===== config.mk =====
export PLATFORM = sky130hd
export DESIGN_NAME = p_cache_ctrl_flat
export DESIGN_NICKNAME = d
export VERILOG_FILES = /design/src/rtl/p_cache_ctrl_if.sv /design/src/rtl/p_cache_ctrl.sv /design/src/flat_wrapper.sv
export SDC_FILE = /design/constraint.sdc
export NUM_CORES = 1
export LEC_CHECK = 0
export CAP_MARGIN = 40
export CORE_MARGIN = 4
export CORE_UTILIZATION = 30
export CTS_BUF_LIST = sky130_fd_sc_hd__clkbuf_2
export CTS_CLUSTER_DIAMETER = 40
export DETAILED_ROUTE_END_ITERATION = 6
export GPL_ROUTABILITY_DRIVEN = 0
export SLEW_MARGIN = 40
export SYNTH_ARGS = -nofsm -noshare
export SYNTH_HDL_FRONTEND = slang
export SYNTH_SLANG_ARGS = --single-unit

===== constraint.sdc =====
create_clock -name clk -period 29 [get_ports clk]
set_clock_uncertainty 0.2 [all_clocks]
set_input_delay 8.7 -clock clk [delete_from_list [all_inputs] [get_ports clk]]
set_output_delay 8.7 -clock clk [all_outputs]
set_load 0.005 [all_outputs]

===== src/rtl/p_cache_ctrl_if.sv =====
// Fetch-side and SDRAM-side signals of the program-cache controller.
// mem_req is held until a one-cycle mem_ack; mem_valid qualifies each burst word; wr_en qualifies wr_addr/wr_data.
interface p_cache_ctrl_if #(
    parameter int INDEX_BITS  = 5,
    parameter int OFFSET_BITS = 3
);
    localparam int AW = INDEX_BITS + OFFSET_BITS;

    logic [15:0]   A;
    logic          flush;
    logic          p_cache_miss;
    logic [AW-1:0] rd_addr;
    logic          wr_en;
    logic [AW-1:0] wr_addr;
    logic [15:0]   wr_data;
    logic          mem_req;
    logic [15:0]   mem_addr;
    logic          mem_ack;
    logic          mem_valid;
    logic [15:0]   mem_data;
    logic [2:0]    state_dbg;

    modport slave (
        input  A, flush, mem_ack, mem_valid, mem_data,
        output p_cache_miss, rd_addr, wr_en, wr_addr, wr_data, mem_req, mem_addr, state_dbg
    );

    modport master (
        output A, flush, mem_ack, mem_valid, mem_data,
        input  p_cache_miss, rd_addr, wr_en, wr_addr, wr_data, mem_req, mem_addr, state_dbg
    );
endinterface


===== src/rtl/p_cache_ctrl.sv =====
// Direct-mapped program-cache controller: tag/valid lookup, SDRAM burst line fill
// into the external instruction RAM, and full invalidate after reset or on flush.
module p_cache_ctrl #(
    parameter int INDEX_BITS  = 5,
    parameter int OFFSET_BITS = 3
) (
    input  logic           clk,
    input  logic           RST,
    p_cache_ctrl_if.slave  bus
);
    localparam int TW    = 16 - INDEX_BITS - OFFSET_BITS;
    localparam int LINES = 1 << INDEX_BITS;
    localparam int AW    = INDEX_BITS + OFFSET_BITS;

    typedef enum logic [2:0] {S_FLUSH, S_IDLE, S_REQ, S_FILL, S_DONE} state_t;

    state_t                 state_q, state_d;
    // Word offset is irrelevant to the lookup, so only the line address is kept.
    logic [15:OFFSET_BITS]  addr_q, addr_d;
    logic [INDEX_BITS-1:0]  flush_cnt_q, flush_cnt_d;
    logic                   flush_pend_q, flush_pend_d;
    logic [TW-1:0]          miss_tag_q, miss_tag_d;
    logic [INDEX_BITS-1:0]  miss_idx_q, miss_idx_d;
    logic [OFFSET_BITS-1:0] word_cnt_q, word_cnt_d;
    logic [LINES-1:0]       valid_q, valid_d;
    logic [TW-1:0]          tag_arr_q [LINES];
    logic [TW-1:0]          tag_arr_d [LINES];

    logic [INDEX_BITS-1:0]  idx;
    logic [TW-1:0]          tag;
    logic                   hit;
    logic                   flush_req;

    assign idx       = addr_q[AW-1:OFFSET_BITS];
    assign tag       = addr_q[15:16-TW];
    assign hit       = valid_q[idx] && (tag_arr_q[idx] == tag);
    assign flush_req = bus.flush || flush_pend_q;

    always_ff @(posedge clk or posedge RST) begin
        if (RST) state_q <= S_FLUSH;
        else     state_q <= state_d;
    end

    always_comb begin
        state_d = state_q;
        case (state_q)
            S_FLUSH: if (flush_cnt_q == '1) state_d = S_IDLE;
            S_IDLE: begin
                if (flush_req) state_d = S_FLUSH;
                else if (!hit) state_d = S_REQ;
            end
            S_REQ:   if (bus.mem_ack) state_d = S_FILL;
            S_FILL:  if (bus.mem_valid && word_cnt_q == '1) state_d = S_DONE;
            S_DONE:  state_d = flush_req ? S_FLUSH : S_IDLE;
            default: state_d = S_FLUSH;
        endcase
    end

    always_comb begin
        bus.p_cache_miss = 1'b1;
        bus.mem_req      = 1'b0;
        bus.wr_en        = 1'b0;
        bus.mem_addr     = '0;
        case (state_q)
            S_IDLE: bus.p_cache_miss = !hit || flush_req;
            S_REQ: begin
                bus.mem_req  = 1'b1;
                bus.mem_addr = {miss_tag_q, miss_idx_q, {OFFSET_BITS{1'b0}}};
            end
            S_FILL:  bus.wr_en = bus.mem_valid;
            default: ;
        endcase
        bus.wr_addr   = {miss_idx_q, word_cnt_q};
        bus.wr_data   = bus.mem_data;
        bus.rd_addr   = bus.A[AW-1:0];
        bus.state_dbg = state_q;
    end

    always_comb begin
        addr_d       = bus.A[15:OFFSET_BITS];
        flush_cnt_d  = flush_cnt_q;
        flush_pend_d = flush_pend_q;
        miss_tag_d   = miss_tag_q;
        miss_idx_d   = miss_idx_q;
        word_cnt_d   = word_cnt_q;
        valid_d      = valid_q;
        tag_arr_d    = tag_arr_q;

        if (state_q == S_FLUSH) begin
            valid_d[flush_cnt_q] = 1'b0;
            flush_cnt_d          = flush_cnt_q + INDEX_BITS'(1);
        end
        if (bus.flush && state_q != S_IDLE) flush_pend_d = 1'b1;
        // Entry into the sweep consumes the pending request and restarts the line counter.
        if (state_d == S_FLUSH && state_q != S_FLUSH) begin
            flush_pend_d = 1'b0;
            flush_cnt_d  = '0;
        end
        if (state_q == S_IDLE && !flush_req && !hit) begin
            miss_tag_d   = tag;
            miss_idx_d   = idx;
            valid_d[idx] = 1'b0;
        end
        if (state_q == S_REQ && bus.mem_ack) word_cnt_d = '0;
        if (state_q == S_FILL && bus.mem_valid) begin
            word_cnt_d = word_cnt_q + OFFSET_BITS'(1);
            if (word_cnt_q == '1) begin
                tag_arr_d[miss_idx_q] = miss_tag_q;
                valid_d[miss_idx_q]   = 1'b1;
            end
        end
    end

    always_ff @(posedge clk or posedge RST) begin
        if (RST) begin
            addr_q       <= '0;
            flush_cnt_q  <= '0;
            flush_pend_q <= 1'b0;
            miss_tag_q   <= '0;
            miss_idx_q   <= '0;
            word_cnt_q   <= '0;
            valid_q      <= '0;
            tag_arr_q    <= '{default: '0};
        end else begin
            addr_q       <= addr_d;
            flush_cnt_q  <= flush_cnt_d;
            flush_pend_q <= flush_pend_d;
            miss_tag_q   <= miss_tag_d;
            miss_idx_q   <= miss_idx_d;
            word_cnt_q   <= word_cnt_d;
            valid_q      <= valid_d;
            tag_arr_q    <= tag_arr_d;
        end
    end
endmodule


===== src/flat_wrapper.sv =====
// flat-port wrapper written by rule: the top's interface ports become plain ports
module p_cache_ctrl_flat 
#(
    parameter int INDEX_BITS  = 5,
    parameter int OFFSET_BITS = 3
)
  (clk, RST, bus_A, bus_flush, bus_mem_ack, bus_mem_valid, bus_mem_data, bus_p_cache_miss, bus_rd_addr, bus_wr_en, bus_wr_addr, bus_wr_data, bus_mem_req, bus_mem_addr, bus_state_dbg);
  p_cache_ctrl_if #(.INDEX_BITS(INDEX_BITS), .OFFSET_BITS(OFFSET_BITS)) bus_i ();
  input  logic clk;
  input  logic RST;
  input wire logic [$bits(bus_i.A)-1:0] bus_A;
  input wire logic [$bits(bus_i.flush)-1:0] bus_flush;
  input wire logic [$bits(bus_i.mem_ack)-1:0] bus_mem_ack;
  input wire logic [$bits(bus_i.mem_valid)-1:0] bus_mem_valid;
  input wire logic [$bits(bus_i.mem_data)-1:0] bus_mem_data;
  output wire logic [$bits(bus_i.p_cache_miss)-1:0] bus_p_cache_miss;
  output wire logic [$bits(bus_i.rd_addr)-1:0] bus_rd_addr;
  output wire logic [$bits(bus_i.wr_en)-1:0] bus_wr_en;
  output wire logic [$bits(bus_i.wr_addr)-1:0] bus_wr_addr;
  output wire logic [$bits(bus_i.wr_data)-1:0] bus_wr_data;
  output wire logic [$bits(bus_i.mem_req)-1:0] bus_mem_req;
  output wire logic [$bits(bus_i.mem_addr)-1:0] bus_mem_addr;
  output wire logic [$bits(bus_i.state_dbg)-1:0] bus_state_dbg;
  assign bus_i.A = bus_A;
  assign bus_i.flush = bus_flush;
  assign bus_i.mem_ack = bus_mem_ack;
  assign bus_i.mem_valid = bus_mem_valid;
  assign bus_i.mem_data = bus_mem_data;
  assign bus_p_cache_miss = bus_i.p_cache_miss;
  assign bus_rd_addr = bus_i.rd_addr;
  assign bus_wr_en = bus_i.wr_en;
  assign bus_wr_addr = bus_i.wr_addr;
  assign bus_wr_data = bus_i.wr_data;
  assign bus_mem_req = bus_i.mem_req;
  assign bus_mem_addr = bus_i.mem_addr;
  assign bus_state_dbg = bus_i.state_dbg;
  p_cache_ctrl #(.INDEX_BITS(INDEX_BITS), .OFFSET_BITS(OFFSET_BITS)) u_core (.clk(clk), .RST(RST), .bus(bus_i));
endmodule

==> results by group <==
Run status
  • Status: completed

Clock tree
  • Clk slew on worst S/H paths: 0.08 ns
  • Hold_buf cts: 0
  • Number of H-tree levels: 3
  • Max Root-Sink Buffers: 3
  • TritonCTS Buffers: 84
  • Post-CTS resize count: 0
  • Clock latency on the worst-skew pair: 0.97 ns
  • CTS sink cnt: 326
  • Root buffer cell: clkbuf_2
  • Setup Fix Bufs, Post-CTS: 0
  • CTS tree: yes

Power
  • Pwr Total: 0.00101 W
  • Pleak: 8.11 nW
  • Maximum vdd ir drop: 0.0311 mV
  • Power per cell area: 58.0 nW/um2

Timing
  • Fmax achieved: 0.0518 GHz
  • Tmin final: 19.31 ns
  • Actual slew at the worst max-slew pin: 0.903 ns
  • Worst rel slew slack: 0.395
  • RSZ-0062 raised after global routing: false
  • Fin. Hold Viols: 0
  • Slew Viols, Final: 0
  • Final period util: 0.666
  • Setup TNS: 0 ns
  • Final setup viols: 0

GRT
  • Largest net degree at the start of global routing: 118
  • Initial antenna violation count: 1
  • Tot GR Track Use: 0.152
  • Vias in the first global route: 11.0k
  • Global route overflow: 0
  • First-pass GRT wire length: 66.0 mm

Synthesis
  • Primary FF master, synth: dfrtp_1
  • EDFF count, synth: 0
  • Yosys Warn Count: 0
  • Count of different cell masters after synthesis: 65
  • Sequential share of the synthesized area: 0.521
  • Synth Area per Inst: 13.2 um2
  • Synthesized area: 15,700 um2
  • Seq cells post-synth: 326
  • Cells after Synth: 1,189
  • Ys async rst share: 1.00

Worst hold path
  • HP Class: reg -> reg
  • Hold_sp: u_core.tag_arr_q[185]$_DFFE_PP0P_

Finish
  • Final Util: 0.338
  • Proportion of layout cells with a drive suffix above 1: 0.379
  • Fillers: 5,168
  • Nets@finish: 1,287
  • Area growth, synth to finish: 11.1%
  • Reg area: 8170 um2
  • Area of the multi-input gates: 7000 um2

Routing
  • 1st-pass router iterations: 7
  • DR vias: 10.5k
  • Starting DRT DRC Count: 707
  • Routed WL: 42.9 mm
  • ANT nets after route: 0
  • Met3 wire length: 2.95 mm
  • Via density: 5.33
  • Top Layer Used: met4
  • Met1 WL: 19.3 mm
  • Routed met2 length: 19.3 mm
  • # DRC: 0
  • Average wire per standard cell: 21.8 um

Placed design
  • Port Buffers: 49
  • Dpl hpwl: 27.3 mm

Die
  • Row count: 83
  • CORE AREA: 51,500 um2
  • I/O pins: 91
  • Die area: 55,900 um2
  • Die Y: 236 um
  • Initial core utilization: 0.304
  • Die Wd: 236 um

Job
  • Max-Cap Viols: 0

Setup path
  • Critical Path RT: 20.10 ns
  • Top fanout value on the critical path: 11
  • Critical Path Source Type: input port
  • CP most frequent cell: clkdlybuf4s50_1
  • Critical path class: in -> out
  • CP Capture Type: primary output
  • Slowest-stage cell, CP: nor4_4
  • Critical path origin: bus_flush
  • CP Data Arrival Time: 10.41 ns
  • Worst-path cell chain: clkdlybuf4s50_1 > nor4_4 > nand2_1 > clkdlybuf4s50_1
  • CP delay by family, top: buffers and inverters
  • CP bufs+invs: 2
  • Max incr delay on CP: 0.55 ns
  • Reg-to-Reg Start: u_core.addr_q[4]$_DFF_PP0_
-- synthesized netlist by cell type, types with 4 or more instances --
| cell | n | area [um2] |
|---|---|---|
| nand2_1 | 37 | 139 |
| a21oi_1 | 14 | 70.1 |
| o22a_1 | 6 | 52.6 |
| buf_4 | 32 | 240 |
| or4bb_1 | 4 | 45.0 |
| mux2_2 | 277 | 3120 |
| o22ai_1 | 29 | 181 |
| a22o_1 | 4 | 35.0 |
| and2_1 | 15 | 93.8 |
| nor2b_1 | 11 | 68.8 |
| and3_1 | 5 | 31.3 |
| nor3_1 | 9 | 45.0 |
| nand2b_1 | 9 | 56.3 |
| or2_2 | 5 | 31.3 |
| nand3_1 | 21 | 105 |
| or3_1 | 5 | 31.3 |
| o21ai_0 | 36 | 180 |
| dfrtp_1 | 326 | 8160 |
| inv_1 | 8 | 30.0 |
| buf_2 | 18 | 90.1 |
| nor2_1 | 30 | 113 |
| nor4_1 | 21 | 131 |
| mux2i_1 | 75 | 751 |
| ha_1 | 7 | 87.6 |
| mux4_2 | 34 | 766 |
| nand3b_1 | 4 | 30.0 |
| a22oi_1 | 23 | 173 |
| o21a_1 | 9 | 67.6 |
| clkbuf_1 | 53 | 199 |
-- through the flow --
stage	area, um2	hold WS (ns)	cells	setup WS, ns
5_1_grt	17400	0.322	1970	9.58
2_1_floorplan	15700	0.274	1191	10.74
3_5_place_dp	16700	0.289	1836	9.55
6_report	17400	0.306	1970	9.69
3_3_place_gp	16600	0.282	1836	9.60
4_1_cts	17300	0.309	1968	9.54
-- metal layers --
layer	GRT usage	vias up
met1	0.207	5450
met5	0	-
met2	0.230	397
li1	-	4545
met3	0.0443	101
met4	0.0556	0
-- cells by family (layout without fill, tap and decap cells) --
kind of cell | Yosys count | in the layout | share of synthesized area
other cells | 1 | 4 | 0.000240
flops | 326 | 326 | 0.521
compound gates | 151 | 151 | 0.0649
xor+xnor | 1 | 1 | 0.000560
fa+ha+maj | 7 | 7 | 0.00559
mux | 387 | 387 | 0.297
buf+inv | 115 | 213 | 0.0381
simple gates | 201 | 201 | 0.0727
-- layout by cell type (no fill, tap or decap), types with 6 or more instances in the layout --
cell / netlist / final
dfrtp_1: 326 / 322
mux2_2: 277 / 277
clkbuf_2: 0 / 114
mux2i_1: 75 / 75
clkdlybuf4s50_1: 0 / 49
nand2_1: 37 / 37
o21ai_0: 36 / 36
mux4_2: 34 / 34
o22ai_1: 29 / 29
a22oi_1: 23 / 23
nand3_1: 21 / 21
nor4_1: 21 / 20
buf_4: 32 / 20
nor2_1: 30 / 18
and2_1: 15 / 15
a21oi_1: 14 / 14
clkinv_1: 0 / 13
nor2_2: 0 / 12
nand2b_1: 9 / 9
o21a_1: 9 / 9
nor2b_1: 11 / 8
nor3_1: 9 / 8
inv_1: 8 / 7
ha_1: 7 / 7
o22a_1: 6 / 6
-- path summary, 6_finish.rpt --
check,endpoint,slack [ns],cells after the start
min reg2reg,u_core.tag_arr_q[185]$_DFFE_PP0P_,0.31,1
min in group asynchronous,u_core.tag_arr_q[92]$_DFFE_PP0P_,8.04,2
max,bus_p_cache_miss,9.69,4
min,u_core.tag_arr_q[185]$_DFFE_PP0P_,0.31,1
max reg2reg,u_core.miss_tag_q[5]$_DFFE_PP0P_,23.44,11
max in group asynchronous,u_core.bus.state_dbg[0]$_DFF_PP0_,19.43,3
-- sequential cells by signal, indices dropped and copies added, names as in the netlist --
register	flops
u_core.addr_q	13
u_core.bus.state_dbg	3
u_core.flush_cnt_q	5
u_core.flush_pend_q	1
u_core.miss_idx_q	5
u_core.miss_tag_q	8
u_core.tag_arr_q	256
u_core.valid_q	32
u_core.word_cnt_q	3
-- worst register-to-register path: stages (launching register included) --
cell,delay [ns]
dfrtp_4,0.89
buf_4,0.77
mux2i_1,0.28
o22ai_1,0.13
or4_1,0.59
or4_1,0.54
a2111o_1,0.46
nor4_4,0.14
buf_4,0.36
nand2b_1,0.39
buf_4,0.33
mux2_2,0.41
-- where the power goes --
group / internal, W / total, W / switching (W)
combinational: 0.0000721 / 0.000204 / 0.000131
clock: 0.000104 / 0.000289 / 0.000185
sequential: 0.000476 / 0.000516 / 0.0000404
-- final cells by class --
type	count	share of cell area
repair buffers	73	0.0391
flip-flops and latches	326	0.470
inverters	8	0.00245
diodes	1	0.000144
clock inverters	18	0.00439
multi-input cells	750	0.403
well taps	680	0.0489
clock buffers	114	0.0328
Note: power is estimated with default switching activity, not from simulation.
